===== src/rtl/seq_csa_multiplier.sv =====
// seq_csa_multiplier: multi-cycle signed/unsigned integer multiplier.
// Each ACCUM cycle folds PP_PER_CYCLE partial products into a registered
// carry-save (sum, carry) pair. A single carry-propagate add in FINAL
// resolves the pair into the 2*WIDTH-bit product.
module seq_csa_multiplier #(
  parameter int unsigned WIDTH        = 64,
  parameter int unsigned PP_PER_CYCLE = 8
) (
  input  logic                 clk,
  input  logic                 rst,
  input  logic                 in_valid,
  output logic                 in_ready,
  input  logic [WIDTH-1:0]     in_a,
  input  logic [WIDTH-1:0]     in_b,
  input  logic                 in_signed,
  output logic                 out_valid,
  input  logic                 out_ready,
  output logic [2*WIDTH-1:0]   out_product,
  output logic                 busy
);

  localparam int unsigned N_ITER = WIDTH / PP_PER_CYCLE;
  localparam int unsigned PW     = 2 * WIDTH;
  localparam int unsigned CNT_W  = (N_ITER > 1) ? $clog2(N_ITER) : 1;
  localparam logic [CNT_W-1:0] LAST_ITER = CNT_W'(N_ITER - 1);

  typedef enum logic [1:0] {
    IDLE  = 2'd0,
    ACCUM = 2'd1,
    FINAL = 2'd2,
    DONE  = 2'd3
  } state_t;

  state_t            state;

  // Multiplicand pre-shifted by k*PP_PER_CYCLE, multiplier pre-shifted right
  // by the same amount, so iteration k always uses bit j / shift j locally.
  logic [PW-1:0]     a_shift;
  logic [WIDTH-1:0]  b_shift;
  logic              sign_mode;
  logic [PW-1:0]     sum_q;
  logic [PW-1:0]     carry_q;
  logic [CNT_W-1:0]  cnt;

  logic [PW-1:0]     sum_next;
  logic [PW-1:0]     carry_next;
  logic [PW-1:0]     pp;
  logic [PW-1:0]     sum_t;
  logic [PW-1:0]     maj_t;
  logic              last_iter;

  assign last_iter = (cnt == LAST_ITER);

  // Carry-save reduction of this cycle's slice: a cascade of 3:2 counters,
  // each folding one partial product into the running (sum, carry) pair.
  // In signed mode the multiplier MSB has negative weight, so its partial
  // product enters inverted; the matching +1 is the carry-in of the final add.
  always_comb begin
    sum_next   = sum_q;
    carry_next = carry_q;
    pp         = '0;
    sum_t      = '0;
    maj_t      = '0;
    for (int unsigned j = 0; j < PP_PER_CYCLE; j++) begin
      pp = b_shift[j] ? (a_shift << j) : '0;
      if (sign_mode && last_iter && (j == PP_PER_CYCLE - 1)) begin
        pp = ~pp;
      end
      sum_t      = sum_next ^ carry_next ^ pp;
      maj_t      = (sum_next & carry_next) | (sum_next & pp) | (carry_next & pp);
      sum_next   = sum_t;
      carry_next = maj_t << 1;
    end
  end

  // Control FSM with registered handshake outputs and datapath registers.
  always_ff @(posedge clk or posedge rst) begin
    if (rst) begin
      state       <= IDLE;
      in_ready    <= 1'b1;
      out_valid   <= 1'b0;
      busy        <= 1'b0;
      out_product <= '0;
      a_shift     <= '0;
      b_shift     <= '0;
      sign_mode   <= 1'b0;
      sum_q       <= '0;
      carry_q     <= '0;
      cnt         <= '0;
    end else begin
      case (state)
        IDLE: begin
          if (in_valid && in_ready) begin
            a_shift   <= in_signed ? {{WIDTH{in_a[WIDTH-1]}}, in_a}
                                   : {{WIDTH{1'b0}}, in_a};
            b_shift   <= in_b;
            sign_mode <= in_signed;
            sum_q     <= '0;
            carry_q   <= '0;
            cnt       <= '0;
            in_ready  <= 1'b0;
            busy      <= 1'b1;
            state     <= ACCUM;
          end
        end
        ACCUM: begin
          sum_q   <= sum_next;
          carry_q <= carry_next;
          a_shift <= a_shift << PP_PER_CYCLE;
          b_shift <= b_shift >> PP_PER_CYCLE;
          cnt     <= cnt + 1'b1;
          if (last_iter) begin
            state <= FINAL;
          end
        end
        FINAL: begin
          out_product <= sum_q + carry_q + PW'(sign_mode);
          out_valid   <= 1'b1;
          state       <= DONE;
        end
        DONE: begin
          if (out_ready) begin
            out_valid <= 1'b0;
            in_ready  <= 1'b1;
            busy      <= 1'b0;
            state     <= IDLE;
          end
        end
        default: begin
          state <= IDLE;
        end
      endcase
    end
  end

endmodule


===== config.mk =====
export PLATFORM = sky130hd
export DESIGN_NAME = seq_csa_multiplier
export DESIGN_NICKNAME = d
export VERILOG_FILES = /design/src/rtl/seq_csa_multiplier.sv
export SDC_FILE = /design/constraint.sdc
export NUM_CORES = 2
export LEC_CHECK = 0
export CAP_MARGIN = 5
export CORE_MARGIN = 3
export CORE_UTILIZATION = 40
export DETAILED_ROUTE_END_ITERATION = 12
export GPL_ROUTABILITY_DRIVEN = 0
export PLACE_DENSITY = 0.61
export SYNTH_ARGS = -nofsm -noshare
export SYNTH_HDL_FRONTEND = slang
export SYNTH_SLANG_ARGS = --single-unit

===== constraint.sdc =====
create_clock -name clk -period 28 [get_ports clk]
set_input_delay 5.6 -clock clk [delete_from_list [all_inputs] [get_ports clk]]
set_output_delay 5.6 -clock clk [all_outputs]
set_load 0.02 [all_outputs]

==> results.md <==
Critical path:
- The largest stage delay on the critical path is roughly 0.75 ns.
- The number of buffer and inverter instances along the worst setup path is 5.
- The sort of element at the start of the critical path is an input pin.
- The cell occurring most often along the worst timing path is sky130_fd_sc_hd__buf_4.
- Among all stages on the critical path, the largest delay is contributed by sky130_fd_sc_hd__buf_4.
- The largest fanout on the critical path is ~210.
- The cell type group with the largest total delay on the critical path is buffers and inverters.
- The arrival time at the worst endpoint is roughly 9.5 ns.
- STA classifies the critical path endpoint as a register.
- For the worst setup path, the data required time is ~29 ns.
- The kind of critical path is in2reg.
- The internal reg-to-reg setup slack is ~22 ns.
- The critical path goes through clkdlybuf4s50_1, nand3_1, a21boi_4, buf_4, buf_4, buf_12, buf_4, o21ai_0.

Power and ir drop:
- The cell internal power dissipation is between 1.5 and 2 mW.
- The fraction of power consumed by sequential logic is 0.426.
- The leakage power total is 24.5 nW.
- The total net switching power is approximately 460 uW.
- The maximum resistive drop on vdd is between 40 and 50 uV.
- The proportion of power drawn by the clock network is 0.550.
- The switching portion of total power is 0.231.
- The areal power density over the cells is 30.2 nW/um^2.
- The portion of total power attributed to combinational logic is 0.025.

CTS:
- The clock reaches the later pin of the worst-skew pair after between 0.6 and 0.7 ns.
- The clock-pin slew reported for the worst setup and hold paths after clock tree synthesis is roughly 0.05 ns.
- The level count of the clock H-tree is 3.
- The number of clock sinks seen by CTS is just under 600.
- TritonCTS built the clock tree.
- The post-cts repair resize count is 0.
- Post-CTS timing repair inserted 0 buffers for setup.
- The post-cts hold buffer count is 0.
- The tree is rooted in a sky130_fd_sc_hd__clkbuf_16.
- The number of buffers between clock root and the deepest sink is 3.
- Clock tree synthesis inserted a total of approximately 80 buffers.

STA:
- Setup violations remaining at the end of the flow were counted as 0.
- Across the routed clock network, the largest skew measured is about 0.031 ns.
- The minimum clock period after layout is 9.02 ns.
- The part of the cycle the worst path needs is 0.322.
- Based on the critical path, the design can be clocked at up to ~0.11 GHz.
- The transition time at the pin with the least slew margin is 1.19 ns.
- The final number of max-transition violations is 0.
- The final count of hold timing violations came to 0.
- Setup repair after global routing left no endpoint under its margin.
- The final total negative setup slack is 0 ns.
- Measured against its own limit, the worst slew margin works out to 0.205.

Finish:
- The number of fillers in the final layout is 13.9k.
- The count of cells in the finished layout, fillers not included, comes to about 8k.
- The library cell used most frequently in the layout, excluding fill and tap cells, is sky130_fd_sc_hd__nand2_1.
- The number of nets in the layout is between 7k and 8k.
- From synthesis to final layout, the design area changed by 11.1%.
- After routing the design area is 65700 sq um.
- Of the cells placed in the final design, the portion with a size suffix greater than 1 is 0.0527.
- In the layout the commonest cells are 1314 x sky130_fd_sc_hd__nand2_1, 988 x sky130_fd_sc_hd__fa_1, 791 x sky130_fd_sc_hd__inv_1.

GRT:
- Global routing finished with a remaining overflow of 0.
- Across every metal layer, demand over resource in global routing totals 0.231.
- The via count of the first global-routing pass is 46.8k.
- The pin count of the biggest net entering global routing is between 200 and 250.
- The first global-routing pass estimated between 200000 and 300000 um of wire.
- The initial antenna violation count is 4.

Place:
- The port buffer count is around 260.
- The HPWL after detailed placement is ~130000 um.
- The cell area after placement is around 63000 sq um.
- The number of instances in the placed design is roughly 8k.

Die:
- In this run the vertical extent of the chip is between 300 and 400 um.
- The core area is 146000 sq um.
- between 200 and 300 I/O pins were placed.
- The initialized floorplan defines 140 standard-cell rows.
- The overall die width is a little under 400 um.
- For this configuration, the core starts out at a cell density of 0.405.
- The area of the die is 153000 sq um.

Detailed routing:
- The number of antenna-violating nets in the routed design is 0.
- Summed over all layers, the routed wires come to approximately 170000 um.
- Dividing the detail-routed wire length by the instance count gives between 20 and 25 um.
- In the routed layout, each cell is associated on average with a via count of approximately 5.3.
- The total number of vias is 43.5k.
- Before antenna repair, the detailed router went through 6 iterations.
- The remaining routing DRC violations is 0.
- The number of DRC violations after detailed-routing iteration 0 is 2763.

Synth:
- The average footprint of a synthesized cell is 9.47 sq um.
- Of the post-synthesis cell area, the dominant cell type holds 0.334.
- The mapped netlist covers roughly 60000 sq um.
- Synthesis handed over a netlist of about 6.2k instances.
- The most used flip-flop cell after synthesis is sky130_fd_sc_hd__dfrtp_1.
- Of the synthesized area, sequential elements account for 0.247.
- Of all flip-flops after synthesis, the portion carrying an async set or reset was 1.00.
- The number of different library cells used by synthesis comes to 91.
- The post-synthesis sequential element count is around 600.
- Of all cell types, the one taking the most synthesized area is sky130_fd_sc_hd__fa_1.
- The number of synthesized flops with an enable pin is 0.
- The Yosys step of the flow raised 0 warnings.
- The total nets after synthesis is around 7.5k.
- Yosys attributes the largest share of cell area to sky130_fd_sc_hd__fa_1 33%, sky130_fd_sc_hd__dfrtp_1 25%, sky130_fd_sc_hd__nand2_1 8.3%.

Run status:
- The run finished with clean final reports.

Flow run:
- The reported max-cap violation count is 0.

Worst hold path:
- The classification of the worst-slack hold path is reg2reg.
[stage by stage]
step	total power, mW	setup WS, ns	hold slack (ns)	util
floorplan	0.879	6.06	0.450	-
global placement	0.910	18.33	0.461	0.431
detailed placement	0.910	18.24	0.470	0.431
CTS	2.02	18.98	0.481	0.449
global route	2.05	18.58	0.503	0.449
finish	1.98	18.98	0.476	0.450
[power groups by stage]
| stage | sequential, mW | clock [mW] | combinational (mW) |
|---|---|---|---|
| 6_report | 0.844 | 1.09 | 0.0486 |
| 5_1_grt | 0.844 | 1.15 | 0.0546 |
| 4_1_cts | 0.844 | 1.12 | 0.0505 |
| 3_5_place_dp | 0.859 | 0 | 0.0504 |
| 3_3_place_gp | 0.859 | 0 | 0.0501 |
| 2_1_floorplan | 0.860 | 0 | 0.0189 |
[worst register-to-register path, delay by kind of cell (launching register included)]
family	cells	cell delay, ns
adder cells (fa/ha/maj)	7	3.26
buffers and inverters	5	1.14
XOR/XNOR	5	0.82
flip-flops	1	0.70
AND/OR/NAND/NOR	1	0.18
AO/OA/AOI/OAI	1	0.09
[state kept, by name (all words and copies together), names as in the netlist]
| name | cells |
|---|---|
| cnt | 3 |
| in_ready | 1 |
| out_product | 128 |
| sign_mode | 1 |
| busy | 1 |
| carry_q | 127 |
| b_shift | 64 |
| a_shift | 128 |
| out_valid | 1 |
| state | 2 |
| sum_q | 128 |
[routing by layer]
| layer | vias to the layer above | track usage | routed length (um) |
|---|---|---|---|
| li1 | 19430 | - | - |
| met1 | 22558 | 0.318 | 74300 |
| met2 | 1309 | 0.378 | 81000 |
| met3 | 233 | 0.0361 | 10500 |
| met4 | 2 | 0.0705 | 5110 |
| met5 | - | 0 | 13 |
[cell families after synthesis]
logic type / share of synthesized area
buf+inv: 0.0778
flops: 0.247
simple gates: 0.134
fa+ha+maj: 0.364
mux: 0.0397
compound gates: 0.101
xor+xnor: 0.0373
[cell type report]
cell class	count	area (sq um)	area share
clock buffer	110	2310	0.0351
antenna	2	5.00	0.0000761
timing repair buffer	297	2930	0.0445
tap	1917	2400	0.0365
clock inverter	34	445	0.00677
sequential	584	14600	0.223
multi-input combinational	4443	40000	0.609
inverter	793	2980	0.0454
[worst paths after layout]
check,to,depth (start not counted),from
setup / recovery,a_shift[62],8,in_valid
hold / removal,b_shift[11],2,b_shift[11]
max in group asynchronous,b_shift[0],4,rst
setup reg to reg,sum_q[127],19,b_shift[0]
min in group asynchronous,out_product[26],2,rst
hold reg to reg,b_shift[11],2,b_shift[11]
[cells in the mapped netlist, types with 39 or more instances]
cell,count
sky130_fd_sc_hd__xor2_1,47
sky130_fd_sc_hd__buf_1,39
sky130_fd_sc_hd__clkbuf_1,381
sky130_fd_sc_hd__a21oi_1,246
sky130_fd_sc_hd__fa_1,988
sky130_fd_sc_hd__inv_1,793
sky130_fd_sc_hd__xnor2_1,205
sky130_fd_sc_hd__nor2_1,90
sky130_fd_sc_hd__nand2_1,1316
sky130_fd_sc_hd__a21o_1,40
sky130_fd_sc_hd__dfrtp_1,583
sky130_fd_sc_hd__o21ai_0,522
sky130_fd_sc_hd__nand4_1,48
sky130_fd_sc_hd__and2_1,258
sky130_fd_sc_hd__ha_1,141
sky130_fd_sc_hd__mux2i_1,112
sky130_fd_sc_hd__mux2_2,109
Power figures use the tool's default switching activity.
